$ cat src/rtl/sram_fifo_pkg.sv
// Shared types and helpers for the SRAM-backed FIFO controller.
// Grant encoding, skid depth and the non-power-of-two pointer wrap.
package sram_fifo_pkg;

    typedef enum logic [1:0] {
        GNT_NONE = 2'd0,
        GNT_WR   = 2'd1,
        GNT_RD   = 2'd2
    } gnt_e;

    localparam int SKID_DEPTH = 2;
    localparam int PTR_W      = 16;

    // Wraps at depth-1 by compare so depth need not be a power of two.
    function automatic logic [PTR_W-1:0] ptr_inc(
        input logic [PTR_W-1:0] p,
        input int unsigned      depth
    );
        ptr_inc = (p == PTR_W'(depth - 1)) ? '0 : p + 1'b1;
    endfunction

endpackage

$ cat src/rtl/sram_fifo_ctrl_if.sv
// Producer/consumer valid-ready handshake bundle for sram_fifo_ctrl.
// slave = FIFO side, master = producer/consumer side.
interface sram_fifo_ctrl_if #(
    parameter int DATA_WIDTH = 9
) ();

    logic                  i_wrValid;
    logic                  o_wrReady;
    logic [DATA_WIDTH-1:0] i_wrData;
    logic                  o_rdValid;
    logic                  i_rdReady;
    logic [DATA_WIDTH-1:0] o_rdData;

    modport slave (
        input  i_wrValid, i_wrData, i_rdReady,
        output o_wrReady, o_rdValid, o_rdData
    );

    modport master (
        output i_wrValid, i_wrData, i_rdReady,
        input  o_wrReady, o_rdValid, o_rdData
    );

endinterface

$ cat src/rtl/fifo_out_skid.sv
// Two-entry output buffer that absorbs the RAM's one-cycle read latency.
// Entry e0 is always the head; fill and pop may coincide.
module fifo_out_skid
    import sram_fifo_pkg::*;
#(
    parameter int DATA_WIDTH = 9
) (
    input  logic                  clk,
    input  logic                  rst_n,
    input  logic                  fill,
    input  logic [DATA_WIDTH-1:0] data,
    input  logic                  pop,
    output logic                  valid,
    output logic [DATA_WIDTH-1:0] head,
    output logic [1:0]            count
);

    logic [DATA_WIDTH-1:0] e0;
    logic [DATA_WIDTH-1:0] e1;
    logic                  take;

    assign take  = pop && (count != 2'd0);
    assign valid = (count != 2'd0);
    assign head  = e0;

    always_ff @(posedge clk or negedge rst_n) begin
        if (!rst_n) begin
            e0    <= '0;
            e1    <= '0;
            count <= 2'd0;
        end else begin
            unique case ({fill, take})
                2'b10: begin
                    if (count == 2'(SKID_DEPTH - 1))
                        e1 <= data;
                    else
                        e0 <= data;
                    count <= count + 1'b1;
                end
                2'b01: begin
                    e0    <= e1;
                    count <= count - 1'b1;
                end
                2'b11: begin
                    if (count == 2'd1) begin
                        e0 <= data;
                    end else begin
                        e0 <= e1;
                        e1 <= data;
                    end
                end
                default: ;
            endcase
        end
    end

endmodule

$ cat src/rtl/sram_fifo_ctrl.sv
// FIFO controller owning one single-port-per-edge block RAM plus output skid.
// Optional FIFO_ALMOST_EN adds registered o_almostFull / o_almostEmpty.
module sram_fifo_ctrl
    import sram_fifo_pkg::*;
#(
    parameter int ADDR_WIDTH   = 9,
    parameter int DATA_WIDTH   = 9,
    parameter int DEPTH        = 512,
    parameter int ALMOST_FULL  = DEPTH - 4,
    parameter int ALMOST_EMPTY = 4
) (
    input  logic                  i_clk,
    input  logic                  i_rst_n,
    sram_fifo_ctrl_if.slave       bus,
    output logic [ADDR_WIDTH:0]   o_count,
    output logic                  o_full,
    output logic                  o_empty,
`ifdef FIFO_ALMOST_EN
    output logic                  o_almostFull,
    output logic                  o_almostEmpty,
`endif
    output logic [ADDR_WIDTH-1:0] o_AddrWrite,
    output logic [ADDR_WIDTH-1:0] o_AddrRead,
    output logic                  o_write,
    output logic [DATA_WIDTH-1:0] o_Data,
    input  logic [DATA_WIDTH-1:0] i_Data
);

    localparam int CW = ADDR_WIDTH + 1;

    logic [ADDR_WIDTH-1:0] wr_ptr;
    logic [ADDR_WIDTH-1:0] rd_ptr;
    logic [CW-1:0]         mem_count;
    logic                  inflight;
    logic                  starve;
    logic [1:0]            skid_count;
    logic                  skid_valid;
    logic [DATA_WIDTH-1:0] skid_data;
    logic                  rd_iss;
    logic                  wr_rdy;
    logic                  push;
    gnt_e                  gnt;

    assign o_full = (mem_count == CW'(DEPTH));

    // Reads only look at registered state so wrValid cannot loop into ready.
    assign rd_iss = (mem_count != '0)
                 && (({1'b0, skid_count} + {2'b00, inflight}) < 3'(SKID_DEPTH))
                 && !starve;

    assign wr_rdy = i_rst_n && !o_full && !rd_iss;
    assign push   = bus.i_wrValid && wr_rdy;

    always_comb begin
        gnt = GNT_NONE;
        unique case (1'b1)
            push:    gnt = GNT_WR;
            rd_iss:  gnt = GNT_RD;
            default: gnt = GNT_NONE;
        endcase
    end

    always_ff @(posedge i_clk or negedge i_rst_n) begin
        if (!i_rst_n) begin
            wr_ptr    <= '0;
            rd_ptr    <= '0;
            mem_count <= '0;
            inflight  <= 1'b0;
            starve    <= 1'b0;
        end else begin
            inflight <= (gnt == GNT_RD);
            unique case (gnt)
                GNT_WR: begin
                    wr_ptr    <= ADDR_WIDTH'(ptr_inc(PTR_W'(wr_ptr), DEPTH));
                    mem_count <= mem_count + 1'b1;
                end
                GNT_RD: begin
                    rd_ptr    <= ADDR_WIDTH'(ptr_inc(PTR_W'(rd_ptr), DEPTH));
                    mem_count <= mem_count - 1'b1;
                end
                default: ;
            endcase
            // A blocked, non-full producer pre-empts the next read slot.
            if (push)
                starve <= 1'b0;
            else if (bus.i_wrValid && !o_full)
                starve <= 1'b1;
        end
    end

    fifo_out_skid #(
        .DATA_WIDTH(DATA_WIDTH)
    ) u_skid (
        .clk   (i_clk),
        .rst_n (i_rst_n),
        .fill  (inflight),
        .data  (i_Data),
        .pop   (bus.i_rdReady),
        .valid (skid_valid),
        .head  (skid_data),
        .count (skid_count)
    );

    assign bus.o_wrReady = wr_rdy;
    assign bus.o_rdValid = skid_valid;
    assign bus.o_rdData  = skid_data;

    assign o_count     = mem_count + CW'(inflight) + CW'(skid_count);
    assign o_empty     = (o_count == '0);
    assign o_write     = (gnt == GNT_WR);
    assign o_AddrWrite = wr_ptr;
    assign o_AddrRead  = rd_ptr;
    assign o_Data      = bus.i_wrData;

`ifdef FIFO_ALMOST_EN
    always_ff @(posedge i_clk or negedge i_rst_n) begin
        if (!i_rst_n) begin
            o_almostFull  <= 1'b0;
            o_almostEmpty <= 1'b1;
        end else begin
            o_almostFull  <= (o_count >= CW'(ALMOST_FULL));
            o_almostEmpty <= (o_count <= CW'(ALMOST_EMPTY));
        end
    end
`else
`endif

endmodule
$ cat src/flat_wrapper.sv
// flat-port wrapper written by rule: the top's interface ports become plain ports
module sram_fifo_ctrl_flat import sram_fifo_pkg::*;
#(
    parameter int ADDR_WIDTH   = 9,
    parameter int DATA_WIDTH   = 9,
    parameter int DEPTH        = 512,
    parameter int ALMOST_FULL  = DEPTH - 4,
    parameter int ALMOST_EMPTY = 4
)
  (i_clk, i_rst_n, o_count, o_full, o_empty, o_AddrWrite, o_AddrRead, o_write, o_Data, i_Data, bus_i_wrValid, bus_i_wrData, bus_i_rdReady, bus_o_wrReady, bus_o_rdValid, bus_o_rdData);
  sram_fifo_ctrl_if #(.DATA_WIDTH(DATA_WIDTH)) bus_i ();
  input  logic i_clk;
  input  logic i_rst_n;
  output logic [ADDR_WIDTH:0] o_count;
  output logic o_full;
  output logic o_empty;
  output logic [ADDR_WIDTH-1:0] o_AddrWrite;
  output logic [ADDR_WIDTH-1:0] o_AddrRead;
  output logic o_write;
  output logic [DATA_WIDTH-1:0] o_Data;
  input  logic [DATA_WIDTH-1:0] i_Data;
  input wire logic [$bits(bus_i.i_wrValid)-1:0] bus_i_wrValid;
  input wire logic [$bits(bus_i.i_wrData)-1:0] bus_i_wrData;
  input wire logic [$bits(bus_i.i_rdReady)-1:0] bus_i_rdReady;
  output wire logic [$bits(bus_i.o_wrReady)-1:0] bus_o_wrReady;
  output wire logic [$bits(bus_i.o_rdValid)-1:0] bus_o_rdValid;
  output wire logic [$bits(bus_i.o_rdData)-1:0] bus_o_rdData;
  assign bus_i.i_wrValid = bus_i_wrValid;
  assign bus_i.i_wrData = bus_i_wrData;
  assign bus_i.i_rdReady = bus_i_rdReady;
  assign bus_o_wrReady = bus_i.o_wrReady;
  assign bus_o_rdValid = bus_i.o_rdValid;
  assign bus_o_rdData = bus_i.o_rdData;
  sram_fifo_ctrl #(.ADDR_WIDTH(ADDR_WIDTH), .DATA_WIDTH(DATA_WIDTH), .DEPTH(DEPTH), .ALMOST_FULL(ALMOST_FULL), .ALMOST_EMPTY(ALMOST_EMPTY)) u_core (.i_clk(i_clk), .i_rst_n(i_rst_n), .bus(bus_i), .o_count(o_count), .o_full(o_full), .o_empty(o_empty), .o_AddrWrite(o_AddrWrite), .o_AddrRead(o_AddrRead), .o_write(o_write), .o_Data(o_Data), .i_Data(i_Data));
endmodule
$ cat config.mk
export PLATFORM = sky130hd
export DESIGN_NAME = sram_fifo_ctrl_flat
export DESIGN_NICKNAME = d
export VERILOG_FILES = /design/src/rtl/sram_fifo_pkg.sv /design/src/rtl/sram_fifo_ctrl_if.sv /design/src/rtl/fifo_out_skid.sv /design/src/rtl/sram_fifo_ctrl.sv /design/src/flat_wrapper.sv
export SDC_FILE = /design/constraint.sdc
export NUM_CORES = 1
export LEC_CHECK = 0
export ABC_AREA = 0
export BUFFER_PORTS_ARGS = -buffer_cell sky130_fd_sc_hd__buf_2
export CAP_MARGIN = 30
export CORE_ASPECT_RATIO = 1.5
export CORE_MARGIN = 5
export CORE_UTILIZATION = 45
export DETAILED_ROUTE_END_ITERATION = 7
export PLACE_DENSITY_LB_ADDON = 0.1
export SLEW_MARGIN = 5
export SYNTH_ARGS = -nofsm -noshare
export SYNTH_HDL_FRONTEND = slang
export SYNTH_SLANG_ARGS = --single-unit
$ cat constraint.sdc
create_clock -name i_clk -period 6.49 [get_ports i_clk]
set_input_delay 0.649 -clock i_clk [delete_from_list [all_inputs] [get_ports i_clk]]
set_output_delay 0.649 -clock i_clk [all_outputs]
set_load 0.02 [all_outputs]
# Word level (Yosys, flattened, before mapping)
# Cells that the tools add are included.
[word_totals] out_inout_bits=51 in_bits=22 register_bits=50 elab_cells=60
[op_classes] magnitude_cmp=1 n_mux=11 reduce_logical=20 eq_ne=11 n_addsub=9
[op_table] op="$mux 9" n=4
[op_table] op="$pmux 9 s3" n=1
[op_table] op="$pmux 10 s2" n=1
[op_table] op="$add 9x1->9 const B" n=2
[op_table] op="$eq 9x9->1 const B" n=2
[op_table] op="$pmux 9 s2" n=1
[op_table] op="$add 10x1->10" n=1
[op_table] op="$add 10x1->10 const B" n=1
[op_table] op="$add 10x2->10" n=1
[op_table] op="$eq 10x10->1 const B" n=1
[op_table] op="$logic_not 10->1" n=1
[op_table] op="$reduce_bool 10->1" n=1
[op_table] op="$reduce_bool 2->1" n=5
[op_table] op="$sub 10x1->10 const B" n=1
[op_table] op="$pmux 2 s2" n=2
[op_table] op="$logic_and 1x1->1" n=7
[op_table] op="$eq 2x1->1 const B" n=3
[op_table] op="$eq 2x2->1 const B" n=3
[op_table] op="$ne 2x2->1 const B" n=2
[op_table] op="$reduce_and 2->1" n=2
[op_table] op="$add 2x1->3" n=1
[op_table] op="$logic_not 1->1" n=3
[op_table] op="$lt 3x2->1 const B" n=1
[op_table] op="$reduce_bool 3->1" n=1
[op_table] op="3 further kinds" n=4

# Depth between registers and ports, before layout
# Gate-level depths: netlist of the first run.
[depth] word_depth=10 depth_mapped=14 depth_no_buf=13

# Hierarchy
# A second synthesis of the first run with hierarchy kept.
[unflattened] cells_unflattened=331 hier_area_um2=3256.9
[modules_own_cells] mod="sram_fifo_ctrl" cells_each=229 n_inst=1 area_per_inst_um2=2122.0 seq_area_each_um2=750.7
[modules_own_cells] mod="fifo_out_skid" cells_each=102 n_inst=1 area_per_inst_um2=1134.8 seq_area_each_um2=500.5

# Least setup slack after synthesis of the first run
# OpenSTA, ideal clock, no wires.
[synth_timing] path_type="flip-flop to output port" from="register u_core.u_skid.count[0]" to="output o_empty" arrival_ps=2473 required_ps=5841 stages_incl_launch_ff=8 slack_ps=3368 path_cell_list="dfrtp_1 inv_1 fa_1 fa_1 nor3b_2 nor4bb_1 a211oi_1 nor3_1"
[synth_between] elab_chain_len=2
[synth_rtl] item="start, declared" line_no="fifo_out_skid.sv:15" text="output logic [1:0] count"
[synth_rtl] item="start signal, assigned" line_no="fifo_out_skid.sv:38" text="count <= count + 1'b1;"
[synth_rtl] item="start signal, assigned" line_no="fifo_out_skid.sv:42" text="count <= count - 1'b1;"
[synth_rtl] item="$add 10x2->10" line_no="sram_fifo_ctrl.sv:108" text="assign o_count = mem_count + CW'(inflight) + CW'(skid_count);"
[synth_rtl] item="$logic_not 10->1" line_no="sram_fifo_ctrl.sv:109" text="assign o_empty = (o_count == '0);"
[synth_rtl] item="end, declared" line_no="flat_wrapper.sv:16" text="output logic o_empty;"
# No other way between the ends.

# Worst setup path after layout of the first run
[layout_timing] from="register u_core.mem_count[3]" to="register u_core.mem_count[8]"
[layout_between] elab_chain_len=9
[layout_rtl] item="start, declared" line_no="sram_fifo_ctrl.sv:33" text="logic [CW-1:0] mem_count;"
[layout_rtl] item="start signal, assigned" line_no="sram_fifo_ctrl.sv:75" text="mem_count <= mem_count + 1'b1;"
[layout_rtl] item="start signal, assigned" line_no="sram_fifo_ctrl.sv:79" text="mem_count <= mem_count - 1'b1;"
[layout_rtl] item="$reduce_bool 10->1" line_no="sram_fifo_ctrl.sv:47" text="assign rd_iss = (mem_count != '0)"
[layout_rtl] item="$logic_and 1x1->1" line_no="sram_fifo_ctrl.sv:48" text="&& (({1'b0, skid_count} + {2'b00, inflight}) < 3'(SKID_DEPTH))"
[layout_rtl] item="$logic_and 1x1->1" line_no="sram_fifo_ctrl.sv:49" text="&& !starve;"
[layout_rtl] item="$logic_not 1->1" line_no="sram_fifo_ctrl.sv:51" text="assign wr_rdy = i_rst_n && !o_full && !rd_iss;"
[layout_rtl] item="$logic_and 1x1->1" line_no="sram_fifo_ctrl.sv:51"
[layout_rtl] item="$logic_and 1x1->1" line_no="sram_fifo_ctrl.sv:52" text="assign push = bus.i_wrValid && wr_rdy;"
[layout_rtl] item="$pmux 2 s2" line_no="sram_fifo_ctrl.sv:56" text="unique case (1'b1)"
[layout_rtl] item="$eq 2x2->1 / $eq 2x1->1 (equally long branches)" line_no="sram_fifo_ctrl.sv:72" text="unique case (gnt)"
[layout_rtl] item="$pmux 10 s2 / $reduce_bool 2->1 (equally long branches)"
# Several ways; a longest one is shown, not always the timed one.
# A chain may end at the register's enable or synchronous reset.

==> results of run 1 <==
-- state kept, by name, indices dropped and copies added, names as in the netlist --
| register | flops |
|---|---|
| u_core.u_skid.count | 2 |
| u_core.inflight | 1 |
| u_core.o_AddrWrite | 9 |
| u_core.u_skid.e1 | 9 |
| u_core.starve | 1 |
| u_core.mem_count | 10 |
| u_core.u_skid.head | 9 |
| u_core.o_AddrRead | 9 |
-- report_power, final --
| group | internal (mW) | total, mW | switching, mW |
|---|---|---|---|
| registers | 0.434 | 0.578 | 0.145 |
| logic | 0.397 | 0.937 | 0.540 |
| clock network | 0.0742 | 0.174 | 0.100 |
| total | 0.905 | 1.69 | 0.785 |
-- worst reg2reg max path, stage by stage (launching register included) --
cell,delay (ns)
dfrtp_1,0.50
nor4_1,0.32
nand3_1,0.23
mux2i_1,0.18
and3_1,0.23
inv_1,0.06
ha_1,0.67
inv_1,0.26
fa_1,0.46
nor2b_1,0.19
o31a_1,0.20
o2111ai_1,0.14
a311oi_1,0.28
-- worst paths after layout --
| check | endpoint | depth (start not counted) | slack [ns] |
|---|---|---|---|
| max in group asynchronous | u_core.mem_count[5] | 2 | 5.60 |
| max reg2reg | u_core.mem_count[8] | 12 | 2.66 |
| min in group i_clk | u_core.o_AddrWrite[7] | 1 | 0.51 |
| max | u_core.mem_count[8] | 12 | 2.66 |
| min reg2reg | u_core.o_AddrWrite[7] | 1 | 0.51 |
| min | u_core.u_skid.head[6] | 2 | 0.45 |
-- stage by stage --
step / cell area [um2] / power (mW) / cells
finish: 3682 / 1.690 / 494
global route: 3682 / 1.843 / 494
CTS: 3682 / 1.715 / 494
detailed placement: 3602 / 1.533 / 487
global placement: 3602 / 1.516 / 487
floorplan: 3344 / 1.297 / 356
-- area by class of cell --
class                   count  area, um2  share of cell area (%)
inverters                  18      67.56                   1.835
flip-flops and latches     50       1251                   33.98
well taps                 100      125.1                   3.398
clock inverters             1      7.507                  0.2039
clock buffers               6      72.57                   1.971
repair buffers             55      277.8                   7.543
multi-input cells         264       1881                   51.07
-- per-layer routing --
| layer | vias up | track usage [%] |
|---|---|---|
| li1 | 1337 | - |
| met1 | 1248 | 19.36 |
| met2 | 61 | 28.71 |
| met3 | 12 | 2.877 |
| met4 | 0 | 5.975 |
| met5 | - | 0 |
-- cell usage after synthesis, drive strengths merged, types with 2 or more instances --
cell	n	area (um2)
clkbuf	8	32.53
nor3	7	35.03
nor2	28	105.1
and3	8	50.05
a21oi	11	62.56
a31oi	13	81.33
nor2b	3	18.77
dfrtp	50	1251
o21a	3	22.52
fa	3	60.06
a21o	3	22.52
nand4	4	25.02
a211oi	4	30.03
a22oi	9	67.56
ha	21	262.8
a22o	6	52.55
nand2b	5	31.28
xnor2	8	70.07
buf	16	112.6
nand2	35	131.4
nand3b	2	15.01
mux2i	5	53.80
o21ai	28	143.9
o31ai	4	30.03
nand3	8	45.04
inv	18	67.56
mux2	21	236.5
xor2	10	87.58
-- cell usage in the layout, fill, tap and decap left out, types with 2 or more instances in the layout --
cell type  Yosys  final
nor2_1        28     28
nand2b_1       5      5
a21oi_1        9      9
nand3_1        7      7
nand2_1       35     35
a21oi_2        2      2
inv_1         18     18
nor3_1         7      7
a31oi_1       13     13
o21a_1         3      3
a21o_1         3      3
mux2_2        21     21
xor2_1        10     10
mux2i_1        4      4
a22oi_1        9      9
xnor2_1        8      8
a22o_1         6      6
o21ai_0       27     27
ha_1          21     21
nand3b_1       2      2
and3_1         8      8
buf_2          3     54
nor2b_1        3      3
clkbuf_8       0      5
fa_1           3      3
nand4_1        4      4
dfrtp_1       50     50
o31ai_1        4      4
a211oi_1       4      4
-- kinds of logic after synthesis --
family / after synthesis / synth area share, %
and+or+nand+nor: 106 / 15.34
AOI/OAI and AO/OA: 90 / 17.85
DFF: 50 / 37.41
buffers and inverters: 42 / 6.359
muxes: 26 / 8.679
adders and majority gates: 24 / 9.652
xor gates and xnor gates: 18 / 4.714
==> impl_metrics.csv, run 1 <==
group,metric,value,unit
routing,wl_per_cell,14.50,um
synth,ys_async_sr_fraction,100.0,%
final_layout,nNetsFinal,440,
final_layout,nFillCells,721,
routing,wl_met3,327,um
synth,synth-edff-count,0,
routing,vias,2658,
clock_tree,root_buffer,"clkbuf_8",
critical_path,end_kind,"flip-flop",
placement,place_ws,2.696,ns
timing,whs,0.4516,ns
critical_path,cpMostUsedCell,"inv_1",
final_layout,drive_above_1_share,23.35,%
clock_tree,postCtsHoldBufs,0,
floorplan,dieArea,0.009292,mm2
critical_path,setup.worst_path.start,"u_core.mem_count[3]",
synth,synth-seq-cells,50,
routing,drt_wl_total,7165,um
timing,worstMarginPinSlew,0.8107,ns
synth,ys_warn_count,0,
grt,grt_pass1_vias,2638,
critical_path,rr_startpoint,"u_core.mem_count[3]",
floorplan,initial_core_util,46.28,%
final_layout,fin_util,50.95,%
clock_tree,post_cts_resized,0,
floorplan,fp.dieH,115.6,um
routing,top_layer,"met4",
power,power.leakage,1.726,nW
clock_tree,cts_tree,"done",
clock_tree,htree_levels,2,
timing,max_freq,0.2608,GHz
critical_path,critPathSlowestCell,"ha_1",
critical_path,max_stage_delay,0.67,ns
placement,portBuffers,54,
final_layout,diodes,0,
critical_path,critPathKind,"reg2reg",
critical_path,critPathBufInv,2,
grt,grt_antenna_before_repair,0,
floorplan,ioPinCount,73,
critical_path,critPathRequiredTime,6.68,ns
timing,setup_viol,0,
floorplan,fp.dieW,80.39,um
routing,vias_per_cell,5.381,
clock_tree,clk_latency,0.30,ns
synth,netlist_instances,356,
routing,post-route-drc-count,0,
grt,globalRouteOverflowTotal,0,
timing,min_period,3.834,ns
routing,dr.pass1.iters,4,
critical_path,arrival,4.03,ns
clock_tree,numClockSinks,50,
clock_tree,clockBufferDepth,2,
routing,wl_met2,3642,um
placement,place_hpwl,5325,um
clock_tree,cts_buffers,5,
status,status,"finished, final reports clean",
critical_path,startpoint_type,"flip-flop",
job,max_cap_viol_count,0,
synth,syn_area,0.003344,mm2
timing,fin_tns_setup,0,ns
placement,place.gp.congestion,0.8146,
grt,grt_max_degree,53,
floorplan,design.core.area,0.007227,mm2
timing,hold_violations,0,
critical_path,path_cells,"nor4_1 -> nand3_1 -> mux2i_1 -> and3_1 -> inv_1 -> ha_1 -> inv_1 -> fa_1 -> nor2b_1 -> o31a_1 -> o2111ai_1 -> a311oi_1",
synth,synth_ff_type,"dfrtp_1",
synth,syn_avg_cell_area,9.395,um2
timing,fin_crit_sh,59.08,%
synth,yosysUniqueCellTypes,51,
timing,skew,0.01050,ns
clock_tree,clk_pin_slew_worst_paths,0.09,ns
grt,grt_usage,16.18,%
grt,grt_pass1_wl,12050,um
critical_path,cp_top_family,"adder cells",
synth,synth-seq-area-share,37.41,%
timing,maxSlewHeadroom,45.96,%
worst_hold_path,hold_path.class,"in2async",
floorplan,rows,38,
timing,slew_viol_final,0,
timing,worst_slack,2.656,ns
power,max-vdd-ir-drop,193.4,uV
routing,ant_nets,0,
clock_tree,cts_setup_buffers,0,
routing,m1WireLength,3032,um
critical_path,cp_max_fo,23,
power,powerDensity,458.9,mW/mm2
synth,synthesis.nets,402,
final_layout,area.growth.synth_to_final,10.10,%
timing,rsz0062_at_grt,"false",
routing,drt_iter0_markers,90,
(Power assumes the default switching activity.)
==> run 2: changes to the inputs <==
==> constraint.sdc (replaced) <==
create_clock -name i_clk -period 3.9 [get_ports i_clk]
set_input_delay 0.39 -clock i_clk [delete_from_list [all_inputs] [get_ports i_clk]]
set_output_delay 0.39 -clock i_clk [all_outputs]
set_load 0.02 [all_outputs]
==> run 2 against run 1 <==
- via count down 0.41%
- non-clock buffer count up 1
- clock skew up 0.0041 ns
- design area up 0.27%
- sequential share of layout area down 0.092 points
==> impl_metrics.csv, run 2 (synthesis results as in run 1) <==
group,metric,value,unit
routing,wl_per_cell,14.49,um
floorplan,initial_core_util,46.28,%
timing,min_period,3.346,ns
routing,drt_iter0_markers,86,
worst_hold_path,hold_path.class,"in2async",
critical_path,cpMostUsedCell,"ha_1",
routing,dr.pass1.iters,5,
status,status,"finished, final reports clean",
routing,ant_nets,0,
floorplan,fp.dieH,115.6,um
critical_path,rr_startpoint,"u_core.mem_count[3]",
final_layout,top_register,"u_core.mem_count",
grt,grt_usage,16.56,%
floorplan,rows,38,
floorplan,fp.dieW,80.39,um
grt,grt_antenna_before_repair,0,
critical_path,setup.worst_path.start,"u_core.mem_count[3]",
final_layout,fin_util,51.09,%
floorplan,dieArea,0.009292,mm2
timing,worstMarginPinSlew,0.7346,ns
clock_tree,clockBufferDepth,2,
placement,portBuffers,54,
routing,vias_per_cell,5.347,
routing,post-route-drc-count,0,
final_layout,drive_above_1_share,23.80,%
critical_path,arrival,3.56,ns
power,power.leakage,1.738,nW
grt,grt_pass1_vias,2712,
power,max-vdd-ir-drop,280.6,uV
critical_path,critPathSlowestCell,"dfrtp_1",
final_layout,nNetsFinal,441,
grt,grt_pass1_wl,12450,um
final_layout,diodes,0,
timing,worst_slack,0.5536,ns
final_layout,final_cell_mix,"buf_2, dfrtp_1, nand2_1, nor2_1, o21ai_0",
final_layout,nFillCells,710,
timing,fin_crit_sh,85.80,%
clock_tree,cts_setup_buffers,0,
timing,max_freq,0.2988,GHz
critical_path,critPathKind,"reg2reg",
clock_tree,clk_latency,0.31,ns
clock_tree,root_buffer,"clkbuf_8",
critical_path,path_cells,"nor4_1 -> nand3_1 -> mux2i_1 -> and3_1 -> inv_1 -> ha_1 -> ha_1 -> o21ai_0 -> o21ai_2 -> nand4_1 -> a2111o_1 -> o311ai_1",
timing,slew_viol_final,0,
routing,drt_wl_total,7175,um
job,max_cap_viol_count,0,
critical_path,cp_top_family,"compound AO/OA/AOI/OAI gates",
timing,maxSlewHeadroom,51.03,%
routing,vias,2647,
power,powerDensity,763.9,mW/mm2
timing,rsz0062_at_grt,"false",
critical_path,startpoint_type,"flip-flop",
timing,fin_tns_setup,0,ns
clock_tree,htree_levels,2,
timing,skew,0.01458,ns
clock_tree,cts_tree,"done",
floorplan,ioPinCount,73,
clock_tree,numClockSinks,50,
grt,grt_max_degree,52,
clock_tree,clk_pin_slew_worst_paths,0.10,ns
grt,globalRouteOverflowTotal,0,
critical_path,cp_max_fo,11,
placement,place_ws,0.5617,ns
final_layout,area.growth.synth_to_final,10.40,%
clock_tree,post_cts_resized,0,
timing,setup_viol,0,
timing,hold_violations,0,
critical_path,critPathRequiredTime,4.11,ns
floorplan,design.core.area,0.007227,mm2
clock_tree,postCtsHoldBufs,0,
clock_tree,cts_buffers,5,
final_layout,layout_commonest_cell,"buf_2",
placement,place_hpwl,5448,um
critical_path,end_kind,"flip-flop",
critical_path,max_stage_delay,0.50,ns
timing,whs,0.2537,ns
critical_path,critPathBufInv,1,
final_layout,largest_reg_flops,10,
placement,place.gp.congestion,0.8429,
==> run 2: changes by cell type in the layout (fill, tap and decap cells not counted), sizes merged <==
cell / previous run / this run
clkbuf: 6 / 5
buf: 55 / 56
inv: 18 / 19
clkinv: 0 / 1
clkinvlp: 1 / 0
==> run 2: final timing paths <==
| kind | slack [ns] | depth (start not counted) | endpoint |
|---|---|---|---|
| hold / removal | 0.25 | 2 | u_core.mem_count[8] |
| setup reg to reg | 0.55 | 12 | u_core.mem_count[9] |
| max in group asynchronous | 3.22 | 2 | u_core.mem_count[7] |
| min in group i_clk | 0.35 | 2 | u_core.u_skid.e1[4] |
| setup / recovery | 0.55 | 12 | u_core.mem_count[9] |
| hold reg to reg | 0.51 | 1 | u_core.o_AddrWrite[7] |
==> run 2: worst register-to-register path, stage by stage (launching register included) <==
cell	delay, ns
dfrtp_1	0.50
nor4_1	0.31
nand3_1	0.19
mux2i_1	0.22
and3_1	0.22
inv_1	0.05
ha_1	0.33
ha_1	0.41
o21ai_0	0.15
o21ai_2	0.21
nand4_1	0.16
a2111o_1	0.44
o311ai_1	0.09
==> run 2: final cells by class <==
type,instances,area (um2),area share [%]
clock buffer,5,68.82,1.864
clock inverter,2,13.76,0.3728
inverter,18,67.56,1.830
multi-input combinational,264,1881,50.93
sequential,50,1251,33.89
tap,100,125.1,3.389
timing repair buffer,56,285.3,7.726
==> run 2: where the power goes <==
group | leakage, nW | internal, mW | total, mW | switching [mW]
clock network | 0.0444 | 0.124 | 0.300 | 0.175
registers | 0.622 | 0.721 | 0.964 | 0.242
logic | 1.07 | 0.661 | 1.56 | 0.897
==> run 2: through the flow <==
step | area (um2) | power, mW | instances
after global placement | 3610 | 2.546 | 488
after global routing | 3692 | 3.085 | 495
after floorplan | 3344 | 2.159 | 356
after detailed placement | 3610 | 2.555 | 488
after CTS | 3692 | 2.864 | 495
final | 3692 | 2.821 | 495
==> run 2: per-layer routing <==
metal  up-vias  global-route usage, %  wire (um)
met5         -                      0          0
met4         0                  3.946         78
met3         8                  2.877        272
met2        49                  31.03       3780
met1      1250                  19.32       3044
li1       1340                      -          -
==> run 3: changes to the inputs <==
--- a/config.mk
+++ b/config.mk
@@ -8,9 +8,11 @@
 export ABC_AREA = 0
 export BUFFER_PORTS_ARGS = -buffer_cell sky130_fd_sc_hd__buf_2
 export CAP_MARGIN = 30
+export CELL_PAD_IN_SITES_DETAIL_PLACEMENT = 0
+export CELL_PAD_IN_SITES_GLOBAL_PLACEMENT = 1
 export CORE_ASPECT_RATIO = 1.5
 export CORE_MARGIN = 5
-export CORE_UTILIZATION = 45
+export CORE_UTILIZATION = 42
 export DETAILED_ROUTE_END_ITERATION = 7
 export PLACE_DENSITY_LB_ADDON = 0.1
 export SLEW_MARGIN = 5
==> run 3 against run 2 <==
- register-to-register slack lost 0.09 ns
- via count grew 1.2%
- fmax shrank 2.6%
- setup slack lost 0.088 ns
- sequential power shrank 4.3%
- largest cell class unchanged
==> impl_metrics.csv, run 3 (synthesis results as in run 1) <==
group,metric,value,unit
power,seq_power_share,30.5,%
critical_path,rr_endpoint,"u_core.mem_count[6]",
clock_tree,htree_levels,2,
grt,grt_pass1_vias,2681,
timing,worst_slack,0.4656,ns
final_layout,largest_reg_flops,10,
job,max_cap_viol_count,0,
routing,drt_wl_total,7954,um
timing,skew,0.005080,ns
placement,place_hpwl,5798,um
final_layout,final_cell_mix,"buf_2, dfrtp_1, nand2_1, nor2_1, o21ai_0",
power,pwr-share-clk,14.5,%
grt,grt_antenna_before_repair,0,
grt,grt_usage,16.32,%
timing,max_freq,0.2912,GHz
power,power.leakage,1.784,nW
clock_tree,clk_pin_slew_worst_paths,0.07,ns
grt,globalRouteOverflowTotal,0,
routing,drt_iter0_markers,77,
clock_tree,cts_setup_buffers,0,
routing,m1WireLength,3479,um
clock_tree,clockBufferDepth,2,
floorplan,rows,40,
critical_path,startpoint_type,"flip-flop",
power,max-vdd-ir-drop,359.7,uV
routing,top_layer,"met4",
status,status,"finished, final reports clean",
power,power_frac_comb,54.9,%
routing,vias,2679,
critical_path,arrival,3.63,ns
timing,slew_viol_final,0,
power,swShare,45.44,%
critical_path,rr_startpoint,"u_core.mem_count[1]",
placement,portBuffers,54,
timing,worstMarginPinSlew,0.7604,ns
critical_path,critPathKind,"reg2reg",
final_layout,top_register,"u_core.mem_count",
final_layout,drive_above_1_share,24.56,%
power,intPower,1.648,mW
final_layout,diodes,0,
timing,rsz0062_at_grt,"false",
timing,setup_viol,0,
power,p_sw,1.372,mW
routing,vias_per_cell,5.315,
final_layout,layout_commonest_cell,"buf_2",
routing,wl_per_cell,15.78,um
placement,place.gp.congestion,0.7723,
routing,wl_met2,4093,um
timing,min_period,3.434,ns
clock_tree,numClockSinks,50,
final_layout,nNetsFinal,445,
grt,grt_max_degree,52,
clock_tree,post_cts_resized,0,
placement,place_ws,0.4474,ns
final_layout,fin_util,47.86,%
clock_tree,postCtsHoldBufs,0,
critical_path,r2r_cells,13,
floorplan,ioPinCount,73,
critical_path,cp_max_fo,15,
clock_tree,root_buffer,"clkbuf_16",
floorplan,fp.dieH,119.3,um
critical_path,critPathRequiredTime,4.10,ns
floorplan,design.core.area,0.007908,mm2
clock_tree,cts_buffers,5,
timing,maxSlewHeadroom,49.31,%
clock_tree,cts_tree,"done",
floorplan,dieArea,0.009884,mm2
clock_tree,clk_latency,0.29,ns
grt,grt_pass1_wl,13340,um
worst_hold_path,hold_path.class,"in2async",
critical_path,reg2reg_setup_slack,0.47,ns
timing,fin_crit_sh,88.06,%
timing,hold_violations,0,
routing,dr.pass1.iters,4,
final_layout,area.growth.synth_to_final,13.17,%
routing,post-route-drc-count,0,
power,powerDensity,797.9,mW/mm2
routing,wl_met3,261,um
floorplan,fp.dieW,82.86,um
routing,ant_nets,0,
floorplan,initial_core_util,42.29,%
timing,fin_tns_setup,0,ns
critical_path,end_kind,"flip-flop",
[run 3: cell count changes in the layout (fill, tap and decap cells not counted), sizes merged]
| cell | change |
|---|---|
| buf | +4 |
[run 3: how the worst max path moves through the flow]
stage | start | endpoint | slack [ns] | depth (start not counted)
2_1_floorplan | u_core.mem_count[3] | u_core.mem_count[9] | 0.85 | 13
3_3_place_gp | u_core.mem_count[1] | u_core.mem_count[6] | 0.59 | 13
3_5_place_dp | u_core.mem_count[1] | u_core.mem_count[6] | 0.45 | 13
4_1_cts | u_core.mem_count[1] | u_core.mem_count[6] | 0.41 | 13
5_1_grt | u_core.mem_count[6] | u_core.mem_count[6] | 0.09 | 13
6_report | u_core.mem_count[1] | u_core.mem_count[6] | 0.47 | 13
[run 3: power groups by stage]
stage / clock (mW) / combinational, mW / sequential, mW
after floorplan: 0 / 1.17 / 0.987
after global placement: 0 / 1.68 / 0.923
after detailed placement: 0 / 1.69 / 0.934
after CTS: 0.455 / 1.69 / 0.925
after global routing: 0.467 / 1.84 / 0.959
final: 0.439 / 1.66 / 0.923
[run 3: worst max-delay path, cell delays in order, from the launching register on]
cell	delay, ns
dfrtp_1	0.43
nor4_1	0.27
nand3_1	0.24
mux2i_1	0.18
and3_1	0.23
inv_1	0.06
ha_1	0.49
inv_1	0.22
fa_1	0.44
nor2b_1	0.16
o31a_1	0.19
o21a_1	0.15
nor3_1	0.05
o31ai_1	0.22
[run 3: per-stage QoR]
| step | total power [mW] | std cells | area (um2) | hold WS [ns] |
|---|---|---|---|---|
| floorplan | 2.159 | 356 | 3344 | 0.09441 |
| detailed placement | 2.623 | 497 | 3646 | 0.5010 |
| global route | 3.266 | 504 | 3785 | 0.3661 |
| finish | 3.020 | 504 | 3785 | 0.3033 |
| global placement | 2.601 | 497 | 3646 | 0.4998 |
| CTS | 3.073 | 504 | 3785 | 0.3482 |
[run 3: final cells by class]
cell class              count  area (um2)
clock buffers               5       125.1
clock inverters             2       13.76
fillers                   816        4123
inverters                  18       67.56
multi-input cells         264        1881
flip-flops and latches     50        1251
well taps                 105       131.4
repair buffers             60       315.3
[run 3: per-layer routing]
layer,GRT usage (%),vias up
met5,0,-
met3,3.183,6
li1,-,1350
met2,29.57,41
met1,19.05,1282
met4,5.419,0
